===== src/rtl/blink_pkg.sv =====
// Shared types and defaults for the LED blink detector.
package blink_pkg;

   // Acquisition state of the detector.
   typedef enum logic [1:0] {
      IDLE = 2'd0,
      ACQ  = 2'd1,
      LOCK = 2'd2
   } state_t;

   // Default log2 of the expected half-period in clk cycles.
   localparam int DEF_CBITS    = 20;
   // Default accepted deviation in cycles, either side of the half-period.
   localparam int DEF_TOL      = 4;
   // Default number of consecutive good intervals needed to lock.
   localparam int DEF_LOCK_CNT = 3;

endpackage


===== src/rtl/blink_sync.sv =====
// Two-flop synchronizer for the asynchronous led input, plus a history
// flop so that transitions of the synchronized value can be detected.
module blink_sync (
   input  logic clk,
   input  logic rst,
   input  logic led,
   output logic level,
   output logic edge_det
);

   logic s1;
   logic s2;
   logic hist;

   // Synchronizer chain and one-cycle history of its output.
   always_ff @(posedge clk or negedge rst) begin
      if (!rst) begin
         s1   <= 1'b0;
         s2   <= 1'b0;
         hist <= 1'b0;
      end else begin
         s1   <= led;
         s2   <= s1;
         hist <= s2;
      end
   end

   assign level    = s2;
   // High for exactly one cycle whenever the synchronized value changes.
   assign edge_det = s2 ^ hist;

endmodule


===== src/rtl/blink_detector.sv =====
// Blink detector: measures the interval between led transitions and
// declares lock once enough consecutive intervals sit within HALF+/-TOL.
// A missing edge (interval counter saturating) drops back to IDLE.
// fsm_state mirrors the internal state for observation.
module blink_detector
   import blink_pkg::*;
#(
   parameter int CBITS    = DEF_CBITS,
   parameter int TOL      = DEF_TOL,
   parameter int LOCK_CNT = DEF_LOCK_CNT
) (
   input  logic             clk,
   input  logic             rst,
   input  logic             led,
   output logic             level,
   output logic             edge_p,
   output logic [CBITS+1:0] period,
   output logic             locked,
   output logic             err,
   output logic [1:0]       fsm_state
);

   localparam int W    = CBITS + 2;
   localparam int GW   = $clog2(LOCK_CNT + 1);
   localparam int HALF = 2 ** CBITS;

   // Window bounds and the saturation value (one past the upper bound,
   // which doubles as the timeout threshold).
   localparam logic [W-1:0]  LO_V   = W'(HALF - TOL);
   localparam logic [W-1:0]  HI_V   = W'(HALF + TOL);
   localparam logic [W-1:0]  SAT_V  = W'(HALF + TOL + 1);
   localparam logic [GW-1:0] LOCK_V = GW'(LOCK_CNT);

   state_t        state;
   logic [W-1:0]  ivl;
   logic [GW-1:0] good;
   logic [GW-1:0] good_inc;
   logic          edge_det;
   logic          ivl_good;
   logic          timeout;

   blink_sync u_sync (
      .clk      (clk),
      .rst      (rst),
      .led      (led),
      .level    (level),
      .edge_det (edge_det)
   );

   assign ivl_good  = (ivl >= LO_V) && (ivl <= HI_V);
   // An edge arriving on the saturation cycle takes priority over timeout.
   assign timeout   = !edge_det && (ivl == SAT_V);
   assign good_inc  = good + 1'b1;
   assign fsm_state = state;

   // Registered copy of the edge strobe for the output.
   always_ff @(posedge clk or negedge rst) begin
      if (!rst) begin
         edge_p <= 1'b0;
      end else begin
         edge_p <= edge_det;
      end
   end

   // Interval counter: restarts at 1 on each edge, saturates otherwise.
   always_ff @(posedge clk or negedge rst) begin
      if (!rst) begin
         ivl <= '0;
      end else if (edge_det) begin
         ivl <= W'(1);
      end else if (ivl != SAT_V) begin
         ivl <= ivl + 1'b1;
      end
   end

   // Acquisition FSM with registered period, locked and err outputs.
   always_ff @(posedge clk or negedge rst) begin
      if (!rst) begin
         state  <= IDLE;
         good   <= '0;
         period <= '0;
         locked <= 1'b0;
         err    <= 1'b0;
      end else begin
         err <= 1'b0;
         case (state)
            IDLE: begin
               // The first edge only starts a measurement; no interval yet.
               if (edge_det) begin
                  state <= ACQ;
                  good  <= '0;
               end
            end
            ACQ: begin
               if (edge_det) begin
                  period <= ivl;
                  if (ivl_good) begin
                     good <= good_inc;
                     if (good_inc == LOCK_V) begin
                        state  <= LOCK;
                        locked <= 1'b1;
                     end
                  end else begin
                     err  <= 1'b1;
                     good <= '0;
                  end
               end else if (timeout) begin
                  err    <= 1'b1;
                  good   <= '0;
                  locked <= 1'b0;
                  state  <= IDLE;
               end
            end
            LOCK: begin
               if (edge_det) begin
                  period <= ivl;
                  if (!ivl_good) begin
                     err    <= 1'b1;
                     good   <= '0;
                     locked <= 1'b0;
                     state  <= ACQ;
                  end
               end else if (timeout) begin
                  err    <= 1'b1;
                  good   <= '0;
                  locked <= 1'b0;
                  state  <= IDLE;
               end
            end
            default: begin
               state  <= IDLE;
               good   <= '0;
               locked <= 1'b0;
            end
         endcase
      end
   end

endmodule


===== config.mk =====
export PLATFORM = sky130hd
export DESIGN_NAME = blink_detector
export DESIGN_NICKNAME = d
export VERILOG_FILES = /design/src/rtl/blink_pkg.sv /design/src/rtl/blink_sync.sv /design/src/rtl/blink_detector.sv
export SDC_FILE = /design/constraint.sdc
export NUM_CORES = 1
export LEC_CHECK = 0
export CORE_ASPECT_RATIO = 1.75
export CORE_MARGIN = 3
export CORE_UTILIZATION = 49
export CTS_BUF_LIST = sky130_fd_sc_hd__clkbuf_16
export DETAILED_ROUTE_END_ITERATION = 16
export GPL_TIMING_DRIVEN = 0
export PLACE_DENSITY = 0.74
export REMOVE_ABC_BUFFERS = 1
export SYNTH_ARGS = -nofsm -noshare
export SYNTH_HDL_FRONTEND = slang
export SYNTH_SLANG_ARGS = --single-unit

===== constraint.sdc =====
create_clock -name clk -period 1.8 [get_ports clk]
set_input_delay 0.36 -clock clk [delete_from_list [all_inputs] [get_ports clk]]
set_output_delay 0.36 -clock clk [all_outputs]
set_load 0.05 [all_outputs]

### After elaboration in Yosys (flattened, before gate mapping)

Index checks and enable logic that the tools add are counted.

* register bits: 54
* input port bits: 3
* output and inout bits: 28
* word-level logic and storage cells: 63

* add/subtract/negate cells: 2
* order comparisons: 2
* equality and inequality tests: 9
* multiplexer cells: 28
* bitwise operators: 2
* reductions and logical operators: 10

Operators by type and width (count)
* 22-bit two-way mux: 2
* 2-bit two-way mux: 13
* 22-bit by 1-bit adder with 22-bit output, second input constant: 1
* 22-bit by 21-bit equality test with 1-bit output, second input constant: 1
* 22-bit by 20-bit >= comparator with 1-bit output, second input constant: 1
* 22-bit by 21-bit less-or-equal comparator with 1-bit output, second input constant: 1
* 22-bit by 21-bit != test with 1-bit output, second input constant: 1
* 2-bit case mux with 3 select lines: 2
* 1-bit two-way mux: 10
* 3-bit != test, second input constant: 3
* 4-bit AND reduction: 2
* 2-bit equality test, second input constant: 2
* 2-bit AND reduction: 2
* 1-bit case mux with 3 select lines: 1
* 2-bit by 1-bit adder with 2-bit output, second input constant: 1
* 2-bit by 1-bit equality test with 1-bit output, second input constant: 1
* 1-bit logical AND: 2
* 2-bit logical NOT: 1
* 2-bit != test, second input constant: 1
* 2-bit nonzero test: 1
* 2-bit OR reduction: 1
* 1-bit logical NOT: 1
* 1-bit inverter: 1
* 1-bit XOR: 1

### Depth between registers and ports, before layout

Gate-level depths: netlist (run 1).

* depth after elaboration: 6
* mapped depth: 8

### Modules after synthesis

A second synthesis (run 1) with hierarchy kept.

* cell total of the unflattened synthesis: 233
* area, all modules: 2623.8 um2

Modules (own cells, without submodules)
* blink_detector: instances 1, cells an instance 229, area each 2539.9 um2, seq. area each 1276.2 um2
* blink_sync: instances 1, cells an instance 4, area each 83.8 um2, seq. area each 75.1 um2

### Worst setup path before layout (run 1)

OpenSTA, ideal clock, no wires.

* path kind: register -> register
* start: register state[0] (netlist: fsm_state[0])
* end: register locked
* library setup time: 0.083 ns
* arrival time: 2.151 ns
* data required time: 1.717 ns
* path slack: -0.434 ns
* cell stages (with the launch flop): 7
* buffers on the path: 0
* clock period less this slack: 2.234 ns
* cell sequence: dfrtp_1 inv_1 ha_1 nand2_1 or4b_2 a2bb2oi_1 o21ai_0

* cells in the longest elaborated chain, start to end: 3

Ends and longest elaborated chain
* from (decl): line blink_detector.sv:34 `state_t state;`
* from (signal assigned): line blink_detector.sv:79 `state <= IDLE;`
* from (signal assigned): line blink_detector.sv:90 `state <= ACQ;`
* from (signal assigned): line blink_detector.sv:100 `state <= LOCK;`
* 2-bit by 1-bit equality test with 1-bit output, or another cell as far along: line blink_detector.sv:86 `case (state)`
* 3-bit != test (no line) or 1-bit inverter (tied branches)
* 4-bit AND reduction (no line)
* to (signal assigned): line blink_detector.sv:82 `locked <= 1'b0;`
* to (signal assigned): line blink_detector.sv:101 `locked <= 1'b1;`
* to (signal assigned): line blink_detector.sv:110 `locked <= 1'b0;`
* to (decl): line blink_detector.sv:18 `output logic locked,`

Several ways; a longest one is shown, not always the timed one.
A chain may end at the register's enable or synchronous reset.

### Final worst setup path (run 1)

* start: register ivl[13]
* end: register state[1] (netlist: fsm_state[1])

* cells in the longest elaborated chain, start to end: 5

Ends and longest elaborated chain
* from (decl): line blink_detector.sv:35 `logic [W-1:0] ivl;`
* from (signal assigned): line blink_detector.sv:72 `ivl <= ivl + 1'b1;`
* branches (longest 5 deep; another with 22-bit by 20-bit >= comparator with 1-bit output)

Several ways; the timed one is not identified.

==> results of run 1 <==
## report_power, final
| part | total (mW) | internal (mW) | switching (mW) | leakage (nW) |
|---|---|---|---|---|
| sequential | 1.34 | 1.28 | 0.0533 | 0.724 |
| clock | 1.08 | 0.652 | 0.426 | 0.0836 |
| combinational | 0.888 | 0.334 | 0.553 | 1.06 |
| total | 3.30 | 2.27 | 1.03 | 1.87 |
## layout make-up
class | count | area [sq um] | area share, %
Sequential cell | 54 | 1360 | 39.3
Multi-Input combinational cell | 161 | 1280 | 36.9
Inverter | 8 | 33.8 | 0.976
Tap cell | 54 | 67.6 | 1.95
Timing Repair Buffer | 58 | 551 | 15.9
Clock inverter | 3 | 40.0 | 1.16
Clock buffer | 5 | 125 | 3.62
Timing Repair inverter | 1 | 7.51 | 0.217
## cells by family (layout without fill, tap and decap cells)
| family | after synthesis | count (layout) | synth area share [%] |
|---|---|---|---|
| and+or+nand+nor | 86 | 86 | 17.4 |
| xor gates and xnor gates | 20 | 20 | 6.90 |
| DFF | 54 | 54 | 53.3 |
| buffers and inverters | 15 | 75 | 2.71 |
| adders and majority gates | 8 | 8 | 3.94 |
| AOI/OAI and AO/OA | 28 | 28 | 7.40 |
| muxes | 19 | 19 | 8.43 |
## cells in the final DEF, fill, tap and decap left out, types with 6 or more instances in the layout
cell	n
nand2_1	11
xnor2_1	8
dlygate4sd2_1	13
xor2_1	10
dfrtp_2	6
dlymetal6s2s_1	14
nand4_1	6
buf_4	23
inv_1	7
mux2_2	19
ha_1	7
dfrtp_1	48
nor2_1	26
nand3_1	10
## state kept, by name (all words and copies together) (netlist names), 2 cells and up
name	flops
period	22
good	2
fsm_state	2
ivl	22
## worst register-to-register path, stage by stage (launching register included)
cell	delay, ns
dfrtp_1	0.40
or4_4	0.55
nor2_4	0.13
a32o_2	0.25
buf_4	0.14
nand4_1	0.12
o21a_1	0.21
o2bb2ai_1	0.13
## path summary, 6_finish.rpt
kind,end,slack [ns],cells after the start
max,fsm_state[1]$_DFFE_PN0P_,-0.21,7
min,u_sync.level$_DFF_PN0_,0.36,0
max reg2reg,fsm_state[1]$_DFFE_PN0P_,-0.21,7
min reg2reg,u_sync.level$_DFF_PN0_,0.36,0
max in group asynchronous,fsm_state[0]$_DFFE_PN0P_,0.73,3
min in group asynchronous,period[5]$_DFFE_PN0P_,0.52,2
## through the flow
stage	cell area [sq um]	std cells	setup WS, ns	utilization (%)
floorplan	2500	223	-1.17	-
global placement	2870	307	-1.65	57.6
detailed placement	2880	308	-1.71	57.9
CTS	3300	338	-0.199	66.3
global route	3460	344	-0.270	69.5
finish	3460	344	-0.210	69.5
## repair_timing
item                                   4_1_cts  5_1_grt
cloned                                       2        0
resized for setup                           41       34
endpoints found under the hold margin       15        0
pin swaps                                   11        8
setup endpoints to repair                   65       39
setup buffers                               19        7
hold buffers                                 1        0
## layer usage
metal | vias to the layer above | share of wire [%] | GRT usage, %
met2 | 65 | 57 | 36.9
met1 | 1002 | 36 | 22.9
met5 | - | 0 | 0
met4 | 0 | 2.9 | 8.53
li1 | 926 | - | -
met3 | 17 | 3.7 | 3.95
==> results.yml, run 1 <==
outcome:
  outcome: "complete, but fails checks"
  violations: "negative setup slack"
synthesis:
  synth_edf_count: 0
  ys.flop_type: "dfrtp_1"
  synth_top_area_share_pct: 53.3
  synth_largest_area_cell: "dfrtp_1"
  avgSynthCellArea_sq_um: 11.0
  yosys_warnings: 0
  synth_cell_types: 41
  seq_area_frac_synth_pct: 53.3
  ys_async_sr_fraction_pct: 100
  netlist_top_cells_area: "dfrtp_1 (53%), mux2_2 (8.4%), nor2_1 (4.0%)"
  synthCells: 230
  synth-seq-cells: 54
  netlist_area_sq_um: 2540
  post_synth_most_frequent_cells: "dfrtp_1 (54), nor2_1 (27), mux2_2 (19)"
  yosysMostFrequentCell: "dfrtp_1"
detailed_routing:
  antenna_left: 0
  drt-wirelength-per-cell_microns: 17.4
  drt_iter0_markers: 59
  drt-total-wl_microns: 5980
  vias_per_cell: 5.84
  drt-pass1-iter-count: 7
  drt_drc_violations_left: 0
  vias: 2010
clocking:
  clkSlewWorstSetupHoldPaths_ns: 0.07
  cts_made_buffers: 5
  htreeDepth: 2
  cts_root_buffer: "clkbuf_16"
  cts_sinks: 54
  clk_latency_ns: 0.29
  clk_path_buf_depth: 2
  cts_tree: "done"
worst_setup_path:
  cp-end-kind: "flop"
  start_kind: "flop"
  cp_max_fo: 5
  critPathTopFamily: "simple AND/OR/NAND/NOR gates"
  critical_path_class: "flop to flop"
  critPathArrivalTime_ns: 2.22
  crit_required_ns: 2.00
  crit_path_top_delay_cell: "or4_4"
  r2r-start: "ivl[13]$_DFFE_PN0N_"
  crit_chain: "or4_4 -> nor2_4 -> a32o_2 -> buf_4 -> nand4_1 -> o21a_1 -> o2bb2ai_1"
  crit_buf_inv: 1
  cp_slowest_stage_delay_ns: 0.55
  startpoint: "ivl[13]$_DFFE_PN0N_"
timing:
  period_share_pct: 112
  finalSetupTns_ns: -0.974
  setup_slack_ns: -0.210
  finalHoldViolations: 0
  timing.hold.ws_ns: 0.359
  period_needed_ns: 2.01
  setup_violations: 7
  slew_viol_final: 0
  fin_worst_skew_ns: 0.00956
  slew-limit-headroom_pct: 65.7
  achievable-frequency_mhz: 497
  worstMarginPinSlew_ns: 0.513
  grt_setup_unrepaired: "yes"
die:
  dieArea_sq_um: 6110
  ios: 31
  core_area_sq_um: 4980
  die_y_microns: 101
  die_w_microns: 60.4
  initial_utilization_pct: 51.0
  rows: 34
placement:
  dpl.hpwl_microns: 3460
  place.port_buffers: 30
  finalWeightedCongestion: 0.757
final_layout:
  final_nets: 300
  area_delta_synth_final_pct: 36.3
  nFillCells: 359
  n_antenna_cell: 0
  drive_above_1_share_pct: 32.8
grt:
  antenna_found_initial: 0
  grt_max_degree: 40
  grt_pass1_wl_microns: 9540
  grt_pass1_vias: 2091
  track_usage_pct: 20.6
  grt-ovfl-total: 0
min_path:
  hold_path.class: "flop to flop"
  min_from: "u_sync.s1$_DFF_PN0_"
power_and_ir_drop:
  p_leak_nw: 1.87
  ir_drop_mv: 1.15
  cellPowerDensity_nw_per_um2: 955
  p_total_mw: 3.30
flow_run:
  maxCapViolations: 0
Note: power is estimated with default switching activity, not from simulation.
==> run 2: changes to the inputs <==
--- a/config.mk
+++ b/config.mk
@@ -5,6 +5,7 @@
 export SDC_FILE = /design/constraint.sdc
 export NUM_CORES = 1
 export LEC_CHECK = 0
+export CAP_MARGIN = 15
 export CORE_ASPECT_RATIO = 1.75
 export CORE_MARGIN = 3
 export CORE_UTILIZATION = 49
==> results of run 2 <==
The final DEF is identical to that of run 1; final timing and power are the same.
